File: config.mk
export PLATFORM = sky130hd
export DESIGN_NAME = unpack_arbiter
export DESIGN_NICKNAME = d
export VERILOG_FILES = /design/src/rtl/unpack_arbiter_pkg.sv /design/src/rtl/counter_roll.sv /design/src/rtl/unpack_arbiter.sv
export SDC_FILE = /design/constraint.sdc
export NUM_CORES = 1
export LEC_CHECK = 0
export ABC_AREA = 0
export BUFFER_PORTS_ARGS = -buffer_cell sky130_fd_sc_hd__buf_2
export CAP_MARGIN = 20
export CELL_PAD_IN_SITES_DETAIL_PLACEMENT = 1
export CELL_PAD_IN_SITES_GLOBAL_PLACEMENT = 2
export CORE_MARGIN = 10
export CORE_UTILIZATION = 27
export DETAILED_ROUTE_END_ITERATION = 7
export HOLD_SLACK_MARGIN = 0.06
export PLACE_DENSITY = 0.81
export SYNTH_ARGS = -nofsm -noshare
export SYNTH_HDL_FRONTEND = slang
export SYNTH_SLANG_ARGS = --single-unit
File: constraint.sdc
create_clock -name clk_i -period 3.7 [get_ports clk_i]
set_input_delay 0.185 -clock clk_i [delete_from_list [all_inputs] [get_ports clk_i]]
set_output_delay 0.185 -clock clk_i [all_outputs]
set_load 0.1 [all_outputs]
File: src/rtl/unpack_arbiter_pkg.sv
// rtl/unpack_arbiter_pkg.sv - shared types and round-robin search for unpack_arbiter
package unpack_arbiter_pkg;

  localparam int max_req_c   = 32;
  localparam int max_req_w_c = 5;

  typedef enum logic {
    IDLE = 1'b0,
    BUSY = 1'b1
  } state_e;

  // Lowest offset from start (with wrap) whose request bit is set; returns start when none.
  function automatic int rr_pick(input logic [max_req_c-1:0] req, input int start, input int n);
    int idx;
    int pick;
    pick = start;
    for (int off = n - 1; off >= 0; off--) begin
      idx = start + off;
      if (idx >= n) idx = idx - n;
      if (req[idx[max_req_w_c-1:0]]) pick = idx;
    end
    return pick;
  endfunction

endpackage

File: src/rtl/counter_roll.sv
// rtl/counter_roll.sv - up counter that rolls over to zero after max_p
module counter_roll #(
  parameter int width_p = 4,
  parameter int max_p   = 15
) (
  input  logic               clk_i,
  input  logic               reset_ni,
  input  logic               clear_i,
  input  logic               incr_i,
  output logic [width_p-1:0] count_o
);

  localparam logic [width_p-1:0] max_lp = width_p'(max_p);

  logic [width_p-1:0] count_q, count_d;

  always_comb begin
    count_d = count_q;
    if (clear_i) begin
      count_d = '0;
    end else if (incr_i) begin
      count_d = (count_q == max_lp) ? '0 : count_q + 1'b1;
    end
  end

  always_ff @(posedge clk_i) begin
    if (!reset_ni) count_q <= '0;
    else           count_q <= count_d;
  end

  assign count_o = count_q;

endmodule

File: src/rtl/unpack_arbiter.sv
// rtl/unpack_arbiter.sv - round-robin burst arbiter sharing one unpacker between requesters
// Optional stalled-grant release: define UNPACK_ARBITER_TIMEOUT_EN.
module unpack_arbiter
  import unpack_arbiter_pkg::*;
#(
  parameter int num_req_p      = 4,
  parameter int packed_width_p = 8,
  parameter int burst_len_p    = 16,
  parameter int timeout_p      = 8
) (
  input  logic                                clk_i,
  input  logic                                reset_ni,
  input  logic [num_req_p*packed_width_p-1:0] packed_i,
  input  logic [num_req_p-1:0]                valid_i,
  output logic [num_req_p-1:0]                ready_o,
  output logic [packed_width_p-1:0]           packed_o,
  output logic                                valid_o,
  input  logic                                ready_i,
  output logic [$clog2(num_req_p)-1:0]        chan_o,
  output logic                                last_o
);

  localparam int chan_w_lp = $clog2(num_req_p);
  localparam int cnt_w_lp  = (burst_len_p > 1) ? $clog2(burst_len_p) : 1;
  localparam logic [cnt_w_lp-1:0]  last_cnt_lp  = cnt_w_lp'(burst_len_p - 1);
  localparam logic [chan_w_lp-1:0] last_chan_lp = chan_w_lp'(num_req_p - 1);

  if (num_req_p < 2 || num_req_p > max_req_c || burst_len_p < 1 || timeout_p < 1) begin : g_bad_params
    $error("unpack_arbiter: illegal parameter value");
  end

  state_e                 state_q, state_d;
  logic [chan_w_lp-1:0]   grant_q, grant_d;
  logic [chan_w_lp-1:0]   rr_ptr_q, rr_ptr_d;
  logic [chan_w_lp-1:0]   pick, next_ptr;
  logic [max_req_c-1:0]   req_ext;
  logic [cnt_w_lp-1:0]    count;
  logic [packed_width_p-1:0] words [num_req_p];
  logic                   sel_valid, fire, at_last, burst_done, timeout_hit;

  for (genvar g = 0; g < num_req_p; g++) begin : g_words
    assign words[g] = packed_i[g*packed_width_p +: packed_width_p];
  end

  assign req_ext    = max_req_c'(valid_i);
  assign pick       = chan_w_lp'(rr_pick(req_ext, int'(rr_ptr_q), num_req_p));
  assign next_ptr   = (grant_q == last_chan_lp) ? '0 : grant_q + 1'b1;
  assign sel_valid  = valid_i[grant_q];
  assign fire       = (state_q == BUSY) && sel_valid && ready_i;
  assign at_last    = (state_q == BUSY) && (count == last_cnt_lp);
  assign burst_done = fire && at_last;

`ifdef UNPACK_ARBITER_TIMEOUT_EN
  localparam int to_w_lp = $clog2(timeout_p + 1);
  logic [to_w_lp-1:0] to_q, to_d;

  assign to_d        = (state_q == BUSY && !sel_valid) ? to_q + 1'b1 : '0;
  assign timeout_hit = (state_q == BUSY) && !sel_valid && (to_q == to_w_lp'(timeout_p - 1));

  always_ff @(posedge clk_i) begin
    if (!reset_ni) to_q <= '0;
    else           to_q <= to_d;
  end
`else
  assign timeout_hit = 1'b0;
`endif

  // Counter wraps on its own at burst end; clear is only needed for a timed-out grant.
  counter_roll #(
    .width_p (cnt_w_lp),
    .max_p   (burst_len_p - 1)
  ) u_beat_cnt (
    .clk_i    (clk_i),
    .reset_ni (reset_ni),
    .clear_i  (timeout_hit),
    .incr_i   (fire),
    .count_o  (count)
  );

  always_ff @(posedge clk_i) begin
    if (!reset_ni) begin
      state_q  <= IDLE;
      grant_q  <= '0;
      rr_ptr_q <= '0;
    end else begin
      state_q  <= state_d;
      grant_q  <= grant_d;
      rr_ptr_q <= rr_ptr_d;
    end
  end

  always_comb begin
    state_d  = state_q;
    grant_d  = grant_q;
    rr_ptr_d = rr_ptr_q;
    case (state_q)
      IDLE: begin
        if (|valid_i) begin
          grant_d = pick;
          state_d = BUSY;
        end
      end
      BUSY: begin
        if (burst_done || timeout_hit) begin
          state_d  = IDLE;
          rr_ptr_d = next_ptr;
        end
      end
    endcase
  end

  // Pass-through is purely combinational so the granted stream sees no added latency.
  always_comb begin
    packed_o = '0;
    valid_o  = 1'b0;
    ready_o  = '0;
    last_o   = 1'b0;
    if (state_q == BUSY) begin
      packed_o         = words[grant_q];
      valid_o          = sel_valid;
      ready_o[grant_q] = ready_i;
      last_o           = at_last;
    end
  end

  assign chan_o = grant_q;

endmodule

# Word-level counts from Yosys, hierarchy flattened
# Index checks and enable logic that the tools add are counted.
dict set report classes {
  multipliers 0
  magnitude_cmp 11
  mux 32
  n_addsub 9
  eq_ne 2
  n_reduce_logical 8
  n_shift 0
  div_mod_pow 0
  bitwise_logic 3
}
# cell count
set op_table {}
lappend op_table {{$lt 5x6->1 const B} 4}
lappend op_table {{$mux 8} 3}
lappend op_table {{$bmux 1 s5} 4}
lappend op_table {{$mux 5} 4}
lappend op_table {{$bmux 8 s2} 1}
lappend op_table {{$ge 3x3->1 const B} 4}
lappend op_table {{$sub 3x3->4 const B} 3}
lappend op_table {{$mux 1} 10}
lappend op_table {{$mux 2} 5}
lappend op_table {{$mux 4} 2}
lappend op_table {{$add 2x2->3 const B} 2}
lappend op_table {{$logic_and 1x1->1} 5}
lappend op_table {{$add 4x1->4 const B} 1}
lappend op_table {{$and 4x4->4} 1}
lappend op_table {{$eq 4x4->1 const B} 1}
lappend op_table {{$reduce_and 2->1} 2}
lappend op_table {{$reduce_or 4->1} 1}
lappend op_table {{$sub 2x3->4 const B} 1}
lappend op_table {{$add 2x1->3 const B} 1}
lappend op_table {{$ge 2x3->1 const B} 1}
lappend op_table {{$lt 2x3->1 const B} 1}
lappend op_table {{$not 2->3} 1}
lappend op_table {{$add 2x1->2 const B} 1}
lappend op_table {{$bmux 1 s2} 1}
lappend op_table {{other kinds (5)} 5}
dict set report totals {
  latch_bits 0
  inputBits 39
  rom_bits 0
  ramBits 0
  out_inout_bits 16
  mem_count 0
  register_bits 9
}

# Longest topological paths before layout
dict set report depth {
  word_depth 9
  ltp_mapped 7
  mapped_depth_nobuf 6
}

# By module
# Synthesis repeated with hierarchy kept, for this count alone.
dict set report unflattened {
  cells_unflattened 112
  hier_area_um2 1069.8
}
# module n_inst cells_per_inst area_each_um2 seq_area_each_um2
set by_module_without_submodules {}
lappend by_module_without_submodules {unpack_arbiter 1 92 889.6 100.1}
lappend by_module_without_submodules {counter_roll 1 20 180.2 80.1}

# Worst setup path before layout
# No wires, ideal clock.
dict set report synth_path {
  kind {register to output}
  start {register grant_q[0] (netlist: chan_o[0])}
  end {output packed_o[0]}
  path_stages_with_launch 4
  path_buffers 1
  setup_slack_ns 1.126
  t_arrival_ns 2.389
  path_cell_list {dfxtp_1 -> clkbuf_8 -> mux4_2 -> and2_1}
}
dict set report synth_via {
  elab_chain_len 5
}
# item line_no
set synth_lines {}
lappend synth_lines {{start: declaration} unpack_arbiter.sv:33} ;# logic [chan_w_lp-1:0] grant_q, grant_d;
lappend synth_lines {{start signal: assignment} unpack_arbiter.sv:87} ;# grant_q <= grant_d;
lappend synth_lines {{$not 2->3 (not written as such)} unpack_arbiter.sv:119} ;# packed_o = words[grant_q];
lappend synth_lines {{$bmux 8 s2} unpack_arbiter.sv:119}
lappend synth_lines {{$mux 8 (not written as such) (2 in a row)} unpack_arbiter.sv:119}
lappend synth_lines {{$mux 8} unpack_arbiter.sv:118} ;# if (state_q == BUSY) begin
lappend synth_lines {{end: declaration} unpack_arbiter.sv:16} ;# output logic [packed_width_p-1:0] packed_o,
# No other way between the ends. The select of a mux whose other input is x is not followed.

# Worst setup path in the final report
dict set report layout_path {
  start {register grant_q[0] (netlist: chan_o[0])}
  end {output packed_o[3]}
}
# Same word-level chain as after synthesis.

==> metrics.yaml <==
clock_network:
  clock_tree.root_cell: "sky130_fd_sc_hd__clkbuf_8"
  clock_sinks: 9
  numCtsBuffers: 3
  ctsLongestPathBuffers: 2
  holdBufCountCts: 0
  cts_setup_buffers: 0
  clock_insertion_delay_worst_skew_ns: 0.23
  cts_repair_resize_count: 0
  cts.reportedPaths.clkPinSlew_ns: 0.05
  tritoncts: "done"
  cts-htree-levels: 1
status:
  status: "finished clean"
sta:
  slew-limit-headroom_pct: 50.41
  timing.final.hold_violations: 0
  fin_worst_hold_slack_ns: 0.2694
  worst_clock_skew_ns: 0.004676
  layout_worst_path_cycle_share_pct: 62.58
  timing.final.ws_setup_ns: 1.384
  achievable-frequency_ghz: 0.4319
  rsz0062_at_grt: "false"
  setup_viol: 0
  min_period_ns: 2.316
  maxSlewViolCount: 0
  tns_ns: 0
  timing_worst_slew_pin_value_ns: 0.7428
grt:
  antenna_found_initial: 0
  pin_count_of_the_biggest_net_entering_global_routing: 20
  global_route_wire_length_before_repair_um: 5609
  globalRouteTotalUtil_pct: 10.20
  grt_overflow: 0
  number_of_global_route_vias_before_repair: 1165
synth:
  post_synth_num_cell_types: 41
  yosysWarnings: 0
  netlist_area_um2: 1054
  synthesized_instance_count: 105
  synth_sequential_area_ratio_pct: 17.10
  synth.ff_latch_count: 9
  postSynthAreaPerCell_um2: 10.03
  synth_edf_count: 0
  synth_async_sr_flop_share_pct: 0
  synth_top_cell_area_share_pct: 17.10
  post_synth_most_frequent_cells: "sky130_fd_sc_hd__ha_1 (10), sky130_fd_sc_hd__and2_1 (9), sky130_fd_sc_hd__dfxtp_1 (9)"
  ys.flop_type: "sky130_fd_sc_hd__dfxtp_1"
  yosys.cell_count.top_type: "sky130_fd_sc_hd__ha_1"
  yosysTopAreaCell: "sky130_fd_sc_hd__dfxtp_1"
  syn_nets: 154
  synth.top_cells.by_area: "sky130_fd_sc_hd__dfxtp_1 (17%), sky130_fd_sc_hd__mux4_2 (17%), sky130_fd_sc_hd__ha_1 (12%)"
floorplanning:
  rows: 22
  design.core.area_um2: 3716
  ioPinCount: 55
  floorplan.die_area_um2: 6800
  effective_utilization_at_floorplan_pct: 28.35
  chipWidth_um: 82.47
  chipHeight_um: 82.47
routing:
  total_wire_length_after_detailed_routing_um: 3641
  via_count_of_the_routed_design: 1075
  post_drt_wl_per_cell_um: 17.85
  drc: 0
  drt_pass1_iterations: 4
  drtIter0Drc: 53
  post_route_ant_nets: 0
  detail_routed_via_count_per_cell: 5.270
setup_path:
  timing.critical_path.buf_inv: 1
  worst-endpoint-arrival_ns: 2.13
  criticalPathCategory: "reg2out"
  required_ns: 3.51
  worstPathMaxFanout: 15
  endpoint_kind: "output pin"
  critPathTopFamily: "flip-flops"
  start_kind: "register"
  cpMaxStageDelayCell: "sky130_fd_sc_hd__dfxtp_1"
  cpPeakStageDelay_ns: 0.80
  cp_cell_sequence: "mux4_1 -> and2_1 -> buf_2"
power_and_ir_drop:
  power_density_nw_per_um2: 292.8
  cellLeakagePower_nw: 0.6478
  peakVddDrop_mv: 0.07753
layout:
  fin_cells: 204
  fraction_of_layout_cells_with_a_size_suffix_above_1_pct: 45.51
  areaGrowthSynthToFinish_pct: 28.86
  antenna_cells: 0
  fill_cells: 469
  nNetsFinal: 206
place:
  place_congestion: 0.8959
  place_hpwl_um: 3016
  placed_cells: 200
  placement.io_buffers: 54
  preCtsSetupSlack_ns: 1.433
flow_run:
  timing.max_cap.violations: 0
hold_path:
  holdCritPathClass: "in2reg"
## report_power, final
part / internal (mW) / leakage (nW) / total, mW / switching (mW)
Sequential: 0.101 / 0.0733 / 0.114 / 0.0136
Clock: 0.0752 / 0.0228 / 0.116 / 0.0406
Combinational: 0.0529 / 0.552 / 0.167 / 0.114
## sequential cells by signal (all words and copies together) (netlist names)
register            cells
u_beat_cnt.count_o      4
chan_o                  2
rr_ptr_q                2
state_q                 1
## placed cells by master (no fill, tap or decap), types with 2 or more instances in the layout
cell type                  Yosys  layout
sky130_fd_sc_hd__a21oi_1       2       2
sky130_fd_sc_hd__a31oi_1       2       2
sky130_fd_sc_hd__and2_1        9       9
sky130_fd_sc_hd__and3_1        5       5
sky130_fd_sc_hd__and3_2        2       2
sky130_fd_sc_hd__and4_1        2       2
sky130_fd_sc_hd__buf_2         0      54
sky130_fd_sc_hd__clkbuf_8      3       3
sky130_fd_sc_hd__dfxtp_1       9       9
sky130_fd_sc_hd__ha_1         10      10
sky130_fd_sc_hd__inv_1         4       4
sky130_fd_sc_hd__mux2i_1       5       5
sky130_fd_sc_hd__mux4_2        8       8
sky130_fd_sc_hd__nand2_1       4       4
sky130_fd_sc_hd__nor2_1        5       5
sky130_fd_sc_hd__nor2b_1       3       3
sky130_fd_sc_hd__nor3_1        3       3
sky130_fd_sc_hd__o21ai_0       2       2
sky130_fd_sc_hd__xnor2_1       2       2
## per-layer routing
metal | GRT usage (%) | routed length [µm] | vias to the layer above
met1 | 10.94 | 1519 | 519
li1 | - | - | 496
met5 | 0 | 0 | -
met3 | 2.160 | 490 | 4
met2 | 19.28 | 1604 | 56
met4 | 3.231 | 27 | 0
## worst paths after layout
check | from | endpoint | slack, ns | cells after the start
max reg2reg | chan_o[0] | rr_ptr_q[1] | 1.47 | 5
min reg2reg | u_beat_cnt.count_o[1] | u_beat_cnt.count_o[1] | 0.57 | 2
min | reset_ni | chan_o[1] | 0.27 | 2
max | chan_o[0] | packed_o[3] | 1.38 | 3
## layout make-up
class                      count  area (µm²)  share of cell area [%]
clock buffer                   4       45.04                   3.318
inverter                       4       15.01                   1.106
multi-input combinational     85       787.0                   57.97
sequential                     9       180.2                   13.27
tap                           48       60.06                   4.424
timing repair buffer          54       270.3                   19.91
## logic make-up after synthesis
group	after synthesis	share of synthesized area (%)
AND/OR/NAND/NOR	42	24.94
multiplexers	15	25.42
adder cells (fa/ha/maj)	10	11.88
buffers and inverters	11	8.195
AO/OA/AOI/OAI	15	9.978
flip-flops	9	17.10
XOR/XNOR	3	2.495
## stage by stage
stage               utilization, %  instance area, µm²  total power [mW]
CTS                          36.53                1358            0.4027
floorplan                        -                1054            0.2453
finish                       36.53                1358            0.3974
global placement             35.32                1313            0.2813
global route                 36.53                1358            0.4185
detailed placement           35.32                1313            0.2850
Note: power is estimated with default switching activity, not from simulation.
